===== src/rtl/dual_width_rr_arbiter.sv =====
// dual_width_rr_arbiter
// Shares one registered output channel between a SIZE-bit requester (in1) and
// a fixed 6-bit requester (in2) using round-robin with a bounded burst length.
//
// Ports:
//   clk, reset_n            clock, asynchronous active-low reset
//   in1_data/valid/ready    requester 1 (SIZE bits), ready is combinational
//   in2_data/valid/ready    requester 2 (6 bits), ready is combinational
//   out_data/src/valid      registered output word, source tag, valid
//   out_ready               consumer accepts out_data
module dual_width_rr_arbiter #(
    parameter int SIZE  = 8,
    parameter int BURST = 4,
    localparam int unsigned SIZETWO = 6
) (
    input  logic               clk,
    input  logic               reset_n,
    input  logic [SIZE-1:0]    in1_data,
    input  logic               in1_valid,
    output logic               in1_ready,
    input  logic [SIZETWO-1:0] in2_data,
    input  logic               in2_valid,
    output logic               in2_ready,
    output logic [SIZE-1:0]    out_data,
    output logic               out_src,
    output logic               out_valid,
    input  logic               out_ready
);

    localparam int unsigned CNT_W = 4;
    localparam logic [CNT_W-1:0] BURST_C = CNT_W'(BURST);

    typedef enum logic [1:0] {
        ST_IDLE = 2'd0,
        ST_G1   = 2'd1,
        ST_G2   = 2'd2
    } state_t;

    state_t           r_state;
    logic [CNT_W-1:0] r_cnt;
    logic             r_last_src;
    logic [SIZE-1:0]  r_out_data;
    logic             r_out_src;
    logic             r_out_valid;

    logic             w_load;
    logic             w_cnt_below;
    logic             w_grant1;
    logic             w_grant2;
    state_t           w_state_nxt;
    logic [CNT_W-1:0] w_cnt_nxt;

    // Output register can take a new word when empty or being drained.
    assign w_load      = !r_out_valid || out_ready;
    assign w_cnt_below = (r_cnt < BURST_C);

    // Arbitration decision; only evaluated when the output register can load.
    always_comb begin
        w_grant1    = 1'b0;
        w_grant2    = 1'b0;
        w_state_nxt = r_state;
        w_cnt_nxt   = r_cnt;
        if (w_load) begin
            case (r_state)
                ST_IDLE: begin
                    // On a tie the requester that was not served last wins.
                    if (in1_valid && (!in2_valid || r_last_src)) begin
                        w_grant1    = 1'b1;
                        w_state_nxt = ST_G1;
                        w_cnt_nxt   = CNT_W'(1);
                    end else if (in2_valid) begin
                        w_grant2    = 1'b1;
                        w_state_nxt = ST_G2;
                        w_cnt_nxt   = CNT_W'(1);
                    end
                end
                ST_G1: begin
                    if (in1_valid && (w_cnt_below || !in2_valid)) begin
                        w_grant1  = 1'b1;
                        w_cnt_nxt = w_cnt_below ? r_cnt + CNT_W'(1) : BURST_C;
                    end else if (in2_valid) begin
                        w_grant2    = 1'b1;
                        w_state_nxt = ST_G2;
                        w_cnt_nxt   = CNT_W'(1);
                    end else begin
                        w_state_nxt = ST_IDLE;
                        w_cnt_nxt   = '0;
                    end
                end
                ST_G2: begin
                    if (in2_valid && (w_cnt_below || !in1_valid)) begin
                        w_grant2  = 1'b1;
                        w_cnt_nxt = w_cnt_below ? r_cnt + CNT_W'(1) : BURST_C;
                    end else if (in1_valid) begin
                        w_grant1    = 1'b1;
                        w_state_nxt = ST_G1;
                        w_cnt_nxt   = CNT_W'(1);
                    end else begin
                        w_state_nxt = ST_IDLE;
                        w_cnt_nxt   = '0;
                    end
                end
                default: begin
                    w_state_nxt = ST_IDLE;
                    w_cnt_nxt   = '0;
                end
            endcase
        end
    end

    // Readies are forced low while reset is asserted.
    assign in1_ready = w_grant1 && reset_n;
    assign in2_ready = w_grant2 && reset_n;

    // State, burst counter, round-robin memory and the output register.
    always_ff @(posedge clk or negedge reset_n) begin
        if (!reset_n) begin
            r_state     <= ST_IDLE;
            r_cnt       <= '0;
            r_last_src  <= 1'b1;
            r_out_data  <= '0;
            r_out_src   <= 1'b0;
            r_out_valid <= 1'b0;
        end else if (w_load) begin
            r_state <= w_state_nxt;
            r_cnt   <= w_cnt_nxt;
            if (w_grant1) begin
                r_out_data  <= in1_data;
                r_out_src   <= 1'b0;
                r_out_valid <= 1'b1;
                r_last_src  <= 1'b0;
            end else if (w_grant2) begin
                r_out_data  <= SIZE'(in2_data);
                r_out_src   <= 1'b1;
                r_out_valid <= 1'b1;
                r_last_src  <= 1'b1;
            end else begin
                r_out_valid <= 1'b0;
            end
        end
    end

    assign out_data  = r_out_data;
    assign out_src   = r_out_src;
    assign out_valid = r_out_valid;

endmodule


===== config.mk =====
export PLATFORM = sky130hd
export DESIGN_NAME = dual_width_rr_arbiter
export DESIGN_NICKNAME = d
export VERILOG_FILES = /design/src/rtl/dual_width_rr_arbiter.sv
export SDC_FILE = /design/constraint.sdc
export NUM_CORES = 1
export LEC_CHECK = 0
export BUFFER_PORTS_ARGS = -buffer_cell sky130_fd_sc_hd__buf_2
export CAP_MARGIN = 5
export CORE_UTILIZATION = 53
export CTS_CLUSTER_DIAMETER = 120
export CTS_CLUSTER_SIZE = 8
export DETAILED_ROUTE_END_ITERATION = 6
export PLACE_DENSITY_LB_ADDON = 0.3
export RECOVER_POWER = 100
export SETUP_SLACK_MARGIN = 0.2
export SLEW_MARGIN = 20
export SYNTH_ARGS = -nofsm -noshare
export SYNTH_HDL_FRONTEND = slang
export SYNTH_SLANG_ARGS = --single-unit

===== constraint.sdc =====
create_clock -name clk -period 5.1 [get_ports clk]
set_input_delay 1.275 -clock clk [delete_from_list [all_inputs] [get_ports clk]]
set_output_delay 1.275 -clock clk [all_outputs]
set_load 0.01 [all_outputs]

==> results.cfg, run 1 <==
[synthesis]
yosysWarnings = 0
ys_types = 38
syn_inst = 97
ys_ff_latch = 17
syn_nets = 117
synth.cell_area_sq_um = 1010
synth_seq_area_share_pct = 42.1
avgSynthCellArea_sq_um = 10.4

[power]
netSwitchingPower_mw = 0.268
power_frac_seq_pct = 39.3
p_clk_share_pct = 11.2
swShare_pct = 42.1
p_total_mw = 0.637
pwr-share-comb_pct = 49.5
powerDensity_nw_per_um2 = 558
power.leakage_nw = 0.503
intPower_mw = 0.369
peakVddDrop_mv = 0.335

[grt]
grt_max_degree = 20
grt_util_all_layers_pct = 24.2
overflow = 0
grt_pass1_wl_um = 3660
antenna_found_initial = 0
first_global_vias = 845

[setup_path]
worstPathArrival_ns = 2.55
cp.required_ns = 3.83
crit_fanout = 10
crit_type = input port to primary output
endpoint_kind = primary output
worstSetupStartpointType = input port

[clocking]
cts_buffers = 3
insertion_delay_ns = 0.29
clk_pin_slew_ns = 0.09
cts_tree = built
clockBufferDepth = 2
root_buffer = clkbuf_4
cts_htree_levels = 1
cts-hold-fix-buffers = 0
ctsResizeCount = 0
clock-sinks = 17
postCtsSetupRepairBufs = 0

[sta]
relSlewSlack_pct = 36.2
fin_hold_ws_ns = 0.508
skew_ns = 0.00295
drv_slew = 0
worstMarginPinSlew_ns = 0.957
setup_viol = 0
timing.final.crit_share_pct = 75.0
fmax_mhz = 261
period_needed_ns = 3.82
fin_setup_tns_ns = 0
rsz0062_at_grt = no
finalHoldViolations = 0

[route]
ant_nets = 0
drc = 0
drtIter0Drc = 21
via_per_inst = 5.97
vias = 889
routed_wl_um = 2110
wl_per_cell_um = 14.1
dr.pass1.iters = 4

[die]
pin_count = 31
rows = 15
dieHeight_um = 45.7
die_area_sq_um = 2090
die_x_um = 45.7
start_util_pct = 57.4
core_sq_um = 1760

[layout]
layout.nets = 145
area_growth_pct = 12.6
antenna_cells = 0
multiInputGateArea_sq_um = 526
drive_gt1_share_pct = 20.2
num-fill-cells = 175
regArea_sq_um = 427
fin_area_sq_um = 1140

[place]
place.gp.congestion = 0.788
portBuffers = 30
dpl.hpwl_um = 1560
post_dp_cell_area_sq_um = 1150

[worst_hold_path]
hold_class = flop to flop

[status]
status = completed

[job]
max_cap_violations = 0
final timing paths:
check                                       startpoint                      end  slack [ns]  cells after the start
worst max register to register  r_state[1]$_DFFE_PN0P_     r_cnt[0]$_DFFE_PN0P_        3.18                      4
worst min register to register     out_src$_DFFE_PN0P_      out_src$_DFFE_PN0P_        0.51                      1
max in group asynchronous                      reset_n     r_cnt[1]$_DFFE_PN0P_        3.42                      1
worst min-delay path               out_src$_DFFE_PN0P_      out_src$_DFFE_PN0P_        0.51                      1
worst max-delay path                         in2_valid                in1_ready        1.28                      5
min in group asynchronous                      reset_n  out_data[5]$_DFFE_PN0P_        1.10                      1
cells by family (layout without fill, tap and decap cells):
logic type / after synthesis / after routing / share of synthesized area (%)
AO/OA/AOI/OAI: 41 / 41 / 33.3
AND/OR/NAND/NOR: 30 / 30 / 17.8
flip-flops: 17 / 17 / 42.1
buffers and inverters: 7 / 34 / 4.44
adder cells (fa/ha/maj): 1 / 1 / 1.23
multiplexers: 1 / 1 / 1.11
sequential cells by signal, summed over array words and instances, names as in the netlist:
register,flops
r_state,2
out_src,1
out_valid,1
r_cnt,4
r_last_src,1
out_data,8
final cells by class:
cell class | instances | area share [%]
multi-input cells | 73 | 46.1
flip-flops and latches | 17 | 37.4
repair buffers | 30 | 11.5
well taps | 25 | 2.74
clock buffers | 4 | 2.30
power groups by stage:
stage	clock (mW)	sequential [mW]	combinational [mW]
floorplan	0	0.249	0.261
global placement	0	0.247	0.328
detailed placement	0	0.252	0.338
CTS	0.0719	0.249	0.340
global route	0.0802	0.258	0.355
finish	0.0716	0.250	0.315
layout by cell type (no fill, tap or decap), types with 2 or more instances in the layout:
cell / instances
nand2b_1: 2
nor2b_1: 2
clkbuf_4: 3
o21a_1: 7
dfrtp_1: 16
o21ai_0: 9
a22o_1: 2
clkbuf_1: 16
and3_1: 4
buf_2: 15
nand3_1: 2
a2bb2oi_1: 6
a211o_1: 2
nor2_1: 4
o22ai_1: 2
a32oi_1: 6
nand2_1: 6
synthesized netlist by cell type, drive strengths merged:
| library cell | instances | share of area (%) |
|---|---|---|
| and3 | 4 | 2.5 |
| a22oi | 1 | 2.1 |
| dfrtp | 16 | 40 |
| clkbuf | 2 | 0.74 |
| o21ai | 9 | 4.4 |
| a22o | 2 | 1.7 |
| a32oi | 6 | 5.2 |
| mux2 | 1 | 1.1 |
| or3b | 2 | 1.7 |
| nand3 | 2 | 0.99 |
| and2b | 1 | 0.74 |
| nand4 | 1 | 0.62 |
| o311a | 1 | 0.99 |
| dfstp | 1 | 2.6 |
| o22ai | 2 | 1.2 |
| o311ai | 1 | 2.6 |
| nand2b | 2 | 1.2 |
| o21a | 7 | 5.2 |
| nor3b | 1 | 1.2 |
| or2 | 1 | 0.62 |
| a211o | 2 | 1.7 |
| nor4 | 1 | 0.62 |
| nor2b | 2 | 1.2 |
| a21o | 1 | 0.74 |
| buf | 5 | 3.7 |
| nand2 | 6 | 2.5 |
| a21oi | 1 | 0.49 |
| ha | 1 | 1.2 |
| nor3 | 1 | 0.49 |
| o211a | 1 | 0.99 |
| a2bb2oi | 6 | 5.2 |
| o211ai | 1 | 0.74 |
| or4b | 1 | 0.99 |
| nor2 | 4 | 1.5 |
| and2 | 1 | 0.86 |
metal layers:
layer | share of wire (%) | track usage, % | vias up
met2 | 49 | 37.7 | 30
met5 | 0 | 0 | -
li1 | - | - | 431
met1 | 45 | 34.1 | 423
met4 | 1.6 | 8.82 | 0
met3 | 3.8 | 3.57 | 5
metrics by stage:
step | std cells | worst slack, ns | utilization [%]
after detailed placement | 145 | 1.35 | 65.2
after floorplan | 97 | 1.53 | -
final | 149 | 1.28 | 64.7
after CTS | 149 | 1.34 | 66.7
after global routing | 149 | 1.16 | 64.7
after global placement | 145 | 1.37 | 65.2
critical path, cell delays in order:
cell and delay (ns):
clkbuf_1 0.25, or4b_1 0.46, o211a_1 0.22, and3_1 0.21, clkbuf_1 0.12
(Power assumes the default switching activity.)
==> run 2, diff against run 1 <==
Settings changed: CORE_UTILIZATION 53 to 45.
Clock period 5.1 ns to 3.5 ns, I/O delays scaled along.
==> run 2 against run 1 <==
Net effect: cell area grew 0.22%; setup slack lost 0.81 ns; via count grew 0.90%; die area grew 17%; final cell count grew 1.3%; total power grew 46%; sequential share of layout area shrank 0.082 points; clock skew shrank 0.00090 ns; non-clock buffer count is the same; combinational power grew 46%; register-to-register slack lost 1.6 ns; global-route usage shrank 3.8 points; critical path type unchanged; critical endpoint unchanged.
==> results.cfg, run 2 (same netlist as run 1, synthesis figures left out) <==
[die]
start_util_pct = 49.6
die_x_um = 49.5
dieHeight_um = 49.5
pin_count = 31
rows = 16
core_sq_um = 2040
die_area_sq_um = 2450

[power]
swShare_pct = 42.1
powerDensity_nw_per_um2 = 811
intPower_mw = 0.537
peakVddDrop_mv = 0.428
netSwitchingPower_mw = 0.391
p_clk_share_pct = 11.1
power.leakage_nw = 0.503
p_total_mw = 0.928
pwr-share-comb_pct = 49.6
power_frac_seq_pct = 39.3

[setup_path]
r2r_cells = 4
crit_fanout = 10
worstPathArrival_ns = 2.16
cp.required_ns = 2.62
endpoint_kind = primary output
worstSetupStartpointType = input port
crit_type = input port to primary output

[place]
dp_slack_ns = 0.542
portBuffers = 30
post_dp_cell_area_sq_um = 1150
place.gp.congestion = 0.856
dpl.hpwl_um = 1610

[clocking]
cts_buffers = 3
clockBufferDepth = 2
root_buffer = clkbuf_4
postCtsSetupRepairBufs = 0
cts_tree = built
cts_htree_levels = 1
insertion_delay_ns = 0.28
clk_pin_slew_ns = 0.09
ctsResizeCount = 0
clock-sinks = 17
cts-hold-fix-buffers = 0

[status]
status = completed

[route]
dr.pass1.iters = 4
wl_per_cell_um = 14.6
drc = 0
drtIter0Drc = 14
via_per_inst = 5.94
ant_nets = 0
vias = 897
routed_wl_um = 2210

[sta]
relSlewSlack_pct = 36.4
timing.final.crit_share_pct = 86.8
fin_hold_ws_ns = 0.509
fin_setup_tns_ns = 0
rsz0062_at_grt = no
worstMarginPinSlew_ns = 0.954
timing.final.ws_setup_ns = 0.461
finalHoldViolations = 0
setup_viol = 0
period_needed_ns = 3.04
fmax_mhz = 329
skew_ns = 0.00205
drv_slew = 0

[layout]
fin_area_sq_um = 1140
area_growth_pct = 12.8
largest_reg_flops = 8
layout_common_cells = clkbuf_1, dfrtp_1, buf_2
drive_gt1_share_pct = 20.2
antenna_cells = 0
layout.nets = 145

[grt]
overflow = 0
antenna_found_initial = 0
grt_util_all_layers_pct = 20.4
grt_pass1_wl_um = 3910
first_global_vias = 855
grt_max_degree = 20

[worst_hold_path]
hold_class = flop to flop
worstHoldPathCells = 1

[job]
max_cap_violations = 0
run 2: final timing paths:
check                                          end                    from  slack [ns]
hold / removal                 out_src$_DFFE_PN0P_     out_src$_DFFE_PN0P_        0.51
hold reg to reg                out_src$_DFFE_PN0P_     out_src$_DFFE_PN0P_        0.51
setup reg to reg              r_cnt[0]$_DFFE_PN0P_  r_state[1]$_DFFE_PN0P_        1.60
min in group asynchronous  out_data[6]$_DFFE_PN0P_                 reset_n        0.71
max in group asynchronous     r_cnt[1]$_DFFE_PN0P_                 reset_n        2.21
setup / recovery                         in1_ready               in2_valid        0.46
run 2: worst max-delay path, cell delays in order:
cell	delay, ns
clkbuf_1	0.27
or4b_1	0.47
o211a_1	0.22
and3_1	0.21
clkbuf_1	0.12
run 2: area by class of cell:
type | count | area, sq um
multi-input cells | 73 | 526
flip-flops and latches | 17 | 427
well taps | 27 | 33.8
fillers | 210 | 898
clock buffers | 4 | 26.3
repair buffers | 30 | 131
run 2: routing by layer:
layer	vias up	global-route usage, %	part of all wire (%)
met5	-	0	0
met3	2	3.09	3.7
met2	22	34.2	52
li1	433	-	-
met1	440	26.7	44
met4	0	7.14	0.63
run 2: power groups by stage:
stage	Clock, mW	Combinational (mW)	Sequential (mW)
floorplan	0	0.381	0.363
global placement	0	0.482	0.360
detailed placement	0	0.493	0.365
CTS	0.108	0.496	0.363
global route	0.111	0.511	0.379
finish	0.103	0.460	0.365
run 2: metrics by stage:
step / std cells / util, %
global placement: 147 / 56.4
CTS: 151 / 57.7
detailed placement: 147 / 56.4
floorplan: 97 / -
finish: 151 / 56.0
global route: 151 / 56.0
